==> src/rtl/usb_uvc_iso_scheduler_pkg.sv <==
// Shared types and constants for the UVC isochronous EP81 payload scheduler.
`timescale 1ns/1ps
package usb_uvc_pkg;

  typedef enum logic [2:0] {
    ST_IDLE,
    ST_HDR0,
    ST_HDR1,
    ST_PAYLOAD,
    ST_WAIT_SOF
  } uvc_state_t;

  localparam logic [7:0] UVC_HLE = 8'h02;

  // Bit positions inside the UVC bmHeaderInfo (BFH) byte
  localparam int unsigned BFH_FID = 0;
  localparam int unsigned BFH_EOF = 1;
  localparam int unsigned BFH_ERR = 6;
  localparam int unsigned BFH_EOH = 7;

endpackage

==> src/rtl/usb_uvc_iso_scheduler_if.sv <==
// Byte-wide valid/ready stream used for the pixel source and the EP81 port.
`timescale 1ns/1ps
interface usb_uvc_iso_scheduler_if;
  logic [7:0] data;
  logic       valid;
  logic       ready;

  modport master (output data, output valid, input ready);
  modport slave  (input data, input valid, output ready);
endinterface

==> src/rtl/usb_uvc_iso_scheduler.sv <==
// Builds one UVC payload packet (2-byte header + pixel bytes) on EP81 per USB SOF.
`timescale 1ns/1ps
module usb_uvc_iso_scheduler
  import usb_uvc_pkg::*;
#(
  parameter int unsigned FRAME_BYTES = 460800,
  parameter int unsigned PACKET_SIZE = 802
) (
  input  logic                              clk,
  input  logic                              rst,
  input  logic                              stream_en,
  input  logic                              sof,
  usb_uvc_iso_scheduler_if.slave            px,
  usb_uvc_iso_scheduler_if.master           ep,
  output logic                              vf_sof,
  output logic                              frame_done,
  output logic                              underrun,
  output logic                              fid
);

  localparam int unsigned PAYLOAD_LEN = PACKET_SIZE - 2;
  localparam logic [31:0] FRAME_LEN   = 32'(FRAME_BYTES);
  localparam logic [31:0] PAYLOAD32   = 32'(PAYLOAD_LEN);

  uvc_state_t  state;
  logic [31:0] foff;
  logic [9:0]  bcnt;
  logic [9:0]  plen;
  logic        last;
  logic        err;

  logic        hs;
  logic        pkt_end;
  logic        frm_end;
  logic        busy;
  logic [31:0] foff_nxt;
  logic [31:0] rem;
  logic        nxt_last;
  logic [9:0]  nxt_plen;
  logic [7:0]  bfh;

  // foff_nxt already reflects a handshake in this cycle, so a packet restarted
  // by sof in the same cycle sizes itself from the post-handshake offset.
  always_comb begin
    hs       = (state == ST_PAYLOAD) && px.valid && ep.ready;
    pkt_end  = hs && ((bcnt + 10'd1) == plen);
    frm_end  = pkt_end && last;
    busy     = (state == ST_HDR0) || (state == ST_HDR1) || (state == ST_PAYLOAD);
    foff_nxt = frm_end ? '0 : (hs ? foff + 32'd1 : foff);
    rem      = FRAME_LEN - foff_nxt;
    nxt_last = (rem <= PAYLOAD32);
    nxt_plen = nxt_last ? 10'(rem) : 10'(PAYLOAD_LEN);
  end

  always_comb begin
    bfh          = '0;
    bfh[BFH_EOH] = 1'b1;
    bfh[BFH_ERR] = err;
    bfh[BFH_EOF] = last;
    bfh[BFH_FID] = fid;
  end

  always_comb begin
    ep.valid = 1'b0;
    ep.data  = '0;
    px.ready = 1'b0;
    case (state)
      ST_HDR0: begin
        ep.valid = 1'b1;
        ep.data  = UVC_HLE;
      end
      ST_HDR1: begin
        ep.valid = 1'b1;
        ep.data  = bfh;
      end
      ST_PAYLOAD: begin
        ep.valid = px.valid;
        ep.data  = px.data;
        px.ready = ep.ready;
      end
      default: ;
    endcase
  end

  always_ff @(posedge clk or posedge rst) begin
    if (rst) begin
      state      <= ST_IDLE;
      foff       <= '0;
      bcnt       <= '0;
      plen       <= '0;
      last       <= 1'b0;
      fid        <= 1'b0;
      err        <= 1'b0;
      vf_sof     <= 1'b0;
      frame_done <= 1'b0;
      underrun   <= 1'b0;
    end else begin
      vf_sof     <= 1'b0;
      frame_done <= 1'b0;
      underrun   <= 1'b0;
      foff       <= foff_nxt;
      if (hs)
        bcnt <= bcnt + 10'd1;
      if (frm_end) begin
        fid        <= ~fid;
        err        <= 1'b0;
        frame_done <= 1'b1;
      end
      // sof overrides normal sequencing; a final handshake in the same cycle still completes
      if (sof) begin
        if (!stream_en) begin
          state <= ST_IDLE;
          foff  <= '0;
          err   <= 1'b0;
        end else begin
          state <= ST_HDR0;
          plen  <= nxt_plen;
          last  <= nxt_last;
          if (busy && !pkt_end) begin
            underrun <= 1'b1;
            err      <= 1'b1;
          end
        end
      end else begin
        case (state)
          ST_HDR0: if (ep.ready) state <= ST_HDR1;
          ST_HDR1: if (ep.ready) begin
            vf_sof <= (foff == '0);
            bcnt   <= '0;
            state  <= ST_PAYLOAD;
          end
          ST_PAYLOAD: if (pkt_end) state <= ST_WAIT_SOF;
          default: ;
        endcase
      end
    end
  end

endmodule

==> src/flat_wrapper.sv <==
// flat-port wrapper written by rule: the top's interface ports become plain ports
module usb_uvc_iso_scheduler_flat import usb_uvc_pkg::*;
#(
  parameter int unsigned FRAME_BYTES = 460800,
  parameter int unsigned PACKET_SIZE = 802
)
  (clk, rst, stream_en, sof, vf_sof, frame_done, underrun, fid, px_data, px_valid, px_ready, ep_data, ep_valid, ep_ready);
  usb_uvc_iso_scheduler_if px_i ();
  usb_uvc_iso_scheduler_if ep_i ();
  input  logic clk;
  input  logic rst;
  input  logic stream_en;
  input  logic sof;
  output logic vf_sof;
  output logic frame_done;
  output logic underrun;
  output logic fid;
  input wire logic [$bits(px_i.data)-1:0] px_data;
  input wire logic [$bits(px_i.valid)-1:0] px_valid;
  output wire logic [$bits(px_i.ready)-1:0] px_ready;
  output wire logic [$bits(ep_i.data)-1:0] ep_data;
  output wire logic [$bits(ep_i.valid)-1:0] ep_valid;
  input wire logic [$bits(ep_i.ready)-1:0] ep_ready;
  assign px_i.data = px_data;
  assign px_i.valid = px_valid;
  assign px_ready = px_i.ready;
  assign ep_data = ep_i.data;
  assign ep_valid = ep_i.valid;
  assign ep_i.ready = ep_ready;
  usb_uvc_iso_scheduler #(.FRAME_BYTES(FRAME_BYTES), .PACKET_SIZE(PACKET_SIZE)) u_core (.clk(clk), .rst(rst), .stream_en(stream_en), .sof(sof), .px(px_i), .ep(ep_i), .vf_sof(vf_sof), .frame_done(frame_done), .underrun(underrun), .fid(fid));
endmodule
==> config.mk <==
export PLATFORM = sky130hd
export DESIGN_NAME = usb_uvc_iso_scheduler_flat
export DESIGN_NICKNAME = d
export VERILOG_FILES = /design/src/rtl/usb_uvc_iso_scheduler_pkg.sv /design/src/rtl/usb_uvc_iso_scheduler_if.sv /design/src/rtl/usb_uvc_iso_scheduler.sv /design/src/flat_wrapper.sv
export SDC_FILE = /design/constraint.sdc
export NUM_CORES = 1
export LEC_CHECK = 0
export ABC_AREA = 1
export CAP_MARGIN = 20
export CORE_AREA = 2 2 148 150
export CTS_CLUSTER_SIZE = 25
export DETAILED_ROUTE_END_ITERATION = 7
export DIE_AREA = 0 0 150 152
export MAX_ROUTING_LAYER = met4
export PLACE_DENSITY_LB_ADDON = 0.08
export SYNTH_ARGS = -nofsm -noshare
export SYNTH_HDL_FRONTEND = slang
export SYNTH_SLANG_ARGS = --single-unit
==> constraint.sdc <==
create_clock -name clk -period 3.45 [get_ports clk]
set_input_delay 0.8625 -clock clk [delete_from_list [all_inputs] [get_ports clk]]
set_output_delay 0.8625 -clock clk [all_outputs]
set_load 0.1 [all_outputs]
==> impl_results.md <==
- Pin count of the biggest net entering global routing: 33
- Global Route Usage Sum: 0.182
- Worst slack, placed: -1.09 ns
- RSZ-0062 raised after global routing: true
- Number of enable flip-flop cells after synthesis: 0
- Yosys reg bits: a little over 60
- Layout cells sized above 1: 0.320
- Setup-failing EPs final: 11
- Global route overflow: 0
- Later-pin clock latency in the skew report: 0.33 ns
- Synth Flop Type: dfrtp_1
- Max_cap viols: 0
- Final GP Congestion: between 0.8 and 0.9
- Vias in the first global route: 5998
- Routed Antenna Nets: 0
- Worst setup EP type: flop
- Data arrival time of the worst path: 3.87 ns
- Max_slew headroom: 0.505
- CP bufs+invs: 5
- Die Y: 152 um
- Count of cell types in the netlist: 38
- CP Cell Sequence: dlygate4sd2_1 -> buf_4 -> nand3_4 -> buf_4 -> nor3_4 -> nand2_2 -> nor2_2 -> nand2_1 -> nand2_1 -> buf_4 -> inv_2 -> o21ai_2 -> nand2_1 -> nor2_2 -> nand3_2 -> nand2_4 -> nand2_1 -> nand2_2 -> nand3_1 -> nor2_2 -> nand3_4 -> nor2_4 -> a21oi_1
- Die X: approximately 150 um
- Global-route wire length before repair: 31400 um
- YS warnings: 0
- Synth Cell Area: 0.00524 mm2
- Initial Util: 0.245
- Clock-pin slew on the worst setup and hold paths: approximately 0.06 ns
- Hold WC Path Type: flop to flop
- Vias: a little under 6000
- End-of-flow core utilization: 0.373
- Final worst slack: -0.211 ns
- Synth Instances: 847
- TritonCTS clock tree: done
- Final Hold Vio Count: 0
- Cell repeated most along the worst path: nand2_1
- Slew Limit Fails: 0
- F_max: 273 MHz
- Cell family with most CP delay: simple AND/OR/NAND/NOR gates
- Cell Rows: 54
- Hold Buf Count CTS: 0
- Number of clock sinks: 61
- Total Wirelength: slightly below 20000 um
- Power per standard cell area: 450 mW/mm2
- CP max stage delay: 0.25 ns
- 1st-iter DRT viols: 289
- H-tree levels: 3
- # nets final: 1074
- Synthesis-to-layout area growth: 51.9%
- Critical Path RT: between 3 and 4 ns
- Async set or reset register ratio after synthesis: 1.00
- Skew final: 0.00812 ns
- Residual DRC count: 0
- Commonest non-fill, non-tap cell in the layout: nand2_1
- Commonest non-fill, non-tap cells in the layout: nand2_1 (249), buf_4 (177), inv_1 (118)
- TritonRoute pass-1 iters: 4
- Final worst path period share: 1.06
- Syn_nets: 865
- HPWL Detailed: between 15000 and 20000 um
- Core box area: 0.0214 mm2
- Worst vdd rail ir drop: between 0.2 and 0.25 mV
- Total inserted antenna cells: 0
- Reg2reg setup slack: -0.21 ns
- Worst-path maximum fanout: 5
- Status: complete, but fails checks
- Wirelength per Cell: 14.6 um
- Die ar.: 0.0228 mm2
- CTS buffer count: 9
- Min cycle time layout: around 3.7 ns
- Critical path class: input port to flop
- Worst Max-Slew Pin Slew: approximately 0.73 ns
- Number of port buffers: 27
- Avg Cell Area, Syn: between 6 and 7 um2
- Initial antenna violation count: 0
- Clock buffer depth: 2
- Post-synthesis sequential area ratio: 0.291
- Crit-path slowest cell: dlygate4sd2_1
- Avg Vias per Cell: 4.40
- Pleak: 0.00418 uW
- I/O Pins: 28
- Startpoint Class: input port
- Failing checks: setup timing
- Clock root buffer: clkbuf_16
power breakdown:
group          internal [uW]  switching (uW)
registers                797            65.0
logic                    731            1070
clock network            591             327
total                   2120            1470
what timing repair did:
action	4_1_cts	5_1_grt
cloned	2	0
setup endpoints to repair	11	11
gates resized for setup	64	26
pin swaps	35	32
buffers inserted	7	9
hold endpoints to repair	0	0
worst paths after layout:
kind	startpoint	end	depth (start not counted)
max	ep_ready	u_core.plen[9]	23
min	u_core.plen[2]	u_core.plen[2]	2
max reg2reg	u_core.bcnt[0]	u_core.plen[9]	26
min reg2reg	u_core.plen[2]	u_core.plen[2]	2
max in group asynchronous	rst	u_core.foff[6]	3
min in group asynchronous	rst	u_core.fid	2
sequential cells by signal, indices dropped and copies added, names as in the netlist:
name / count
u_core.foff: 32
u_core.bcnt: 10
u_core.plen: 10
u_core.state: 3
u_core.err: 1
u_core.fid: 1
u_core.frame_done: 1
u_core.last: 1
u_core.underrun: 1
u_core.vf_sof: 1
logic make-up (layout without fill, tap and decap cells):
group	after synthesis	after routing	synth area share
adder cells (fa/ha/maj)	4	4	0.00955
XOR/XNOR	31	31	0.0518
AO/OA/AOI/OAI	59	59	0.0674
AND/OR/NAND/NOR	553	554	0.474
flip-flops	61	61	0.291
buffers and inverters	139	351	0.106
layer usage:
layer,wire (um),global-route usage,up-vias
met3,494,0.0210,21
met4,416,0.0651,0
li1,-,-,3080
met1,9230,0.232,2720
met5,0,-,-
met2,9450,0.298,73
worst register-to-register path, stage by stage (launching register included):
cell and delay, ns:
dfrtp_1 0.41, ha_4 0.28, inv_2 0.03, nand2_1 0.04, nand2_1 0.04, nor2_1 0.08, buf_4 0.13, nand2_2 0.05
nor2_1 0.08, nand2_1 0.09, nor3_4 0.22, nand4_4 0.19, buf_12 0.21, nand2_8 0.07, ha_4 0.17, nand2_4 0.08
nor2_4 0.16, buf_6 0.11, buf_4 0.10, xnor2_2 0.11, nor2_1 0.07, nand2_2 0.12, nand2_2 0.09, nor2_4 0.13
nand3_4 0.16, nor2_4 0.21, a21oi_1 0.09
through the flow:
stage | total power (uW) | area (um2) | setup TNS [ns] | hold slack (ns) | instances
2_1_floorplan | 1820 | 5280 | -0.0343 | 0.462 | 847
3_3_place_gp | 2600 | 7160 | -11.22 | 0.489 | 1307
3_5_place_dp | 2590 | 7160 | -11.62 | 0.494 | 1307
4_1_cts | 3590 | 7800 | -1.53 | 0.509 | 1331
5_1_grt | 3810 | 7960 | -4.57 | 0.527 | 1340
6_report | 3580 | 7960 | -1.98 | 0.498 | 1340
final cells by class:
cell class / instances / area [um2]
Clock buffer: 11 / 253
Clock inverter: 4 / 47.5
Fill cell: 2406 / 13400
Inverter: 128 / 480
Multi-Input combinational cell: 648 / 3510
Sequential cell: 61 / 1530
Tap cell: 280 / 350
Timing Repair Buffer: 208 / 1790
synth_stat cells, drive strengths merged (7+ instances only):
cell    instances  share of area
a21oi           9         0.0086
buf             7          0.011
dfrtp          61           0.29
inv           128          0.092
nand2         286           0.21
nand3          76          0.080
nand3b          7          0.010
nand4          21          0.028
nor2          137           0.11
nor3           20          0.023
o21ai          38          0.043
xor2           27          0.045
No activity file was read; power rests on OpenSTA's default activity.
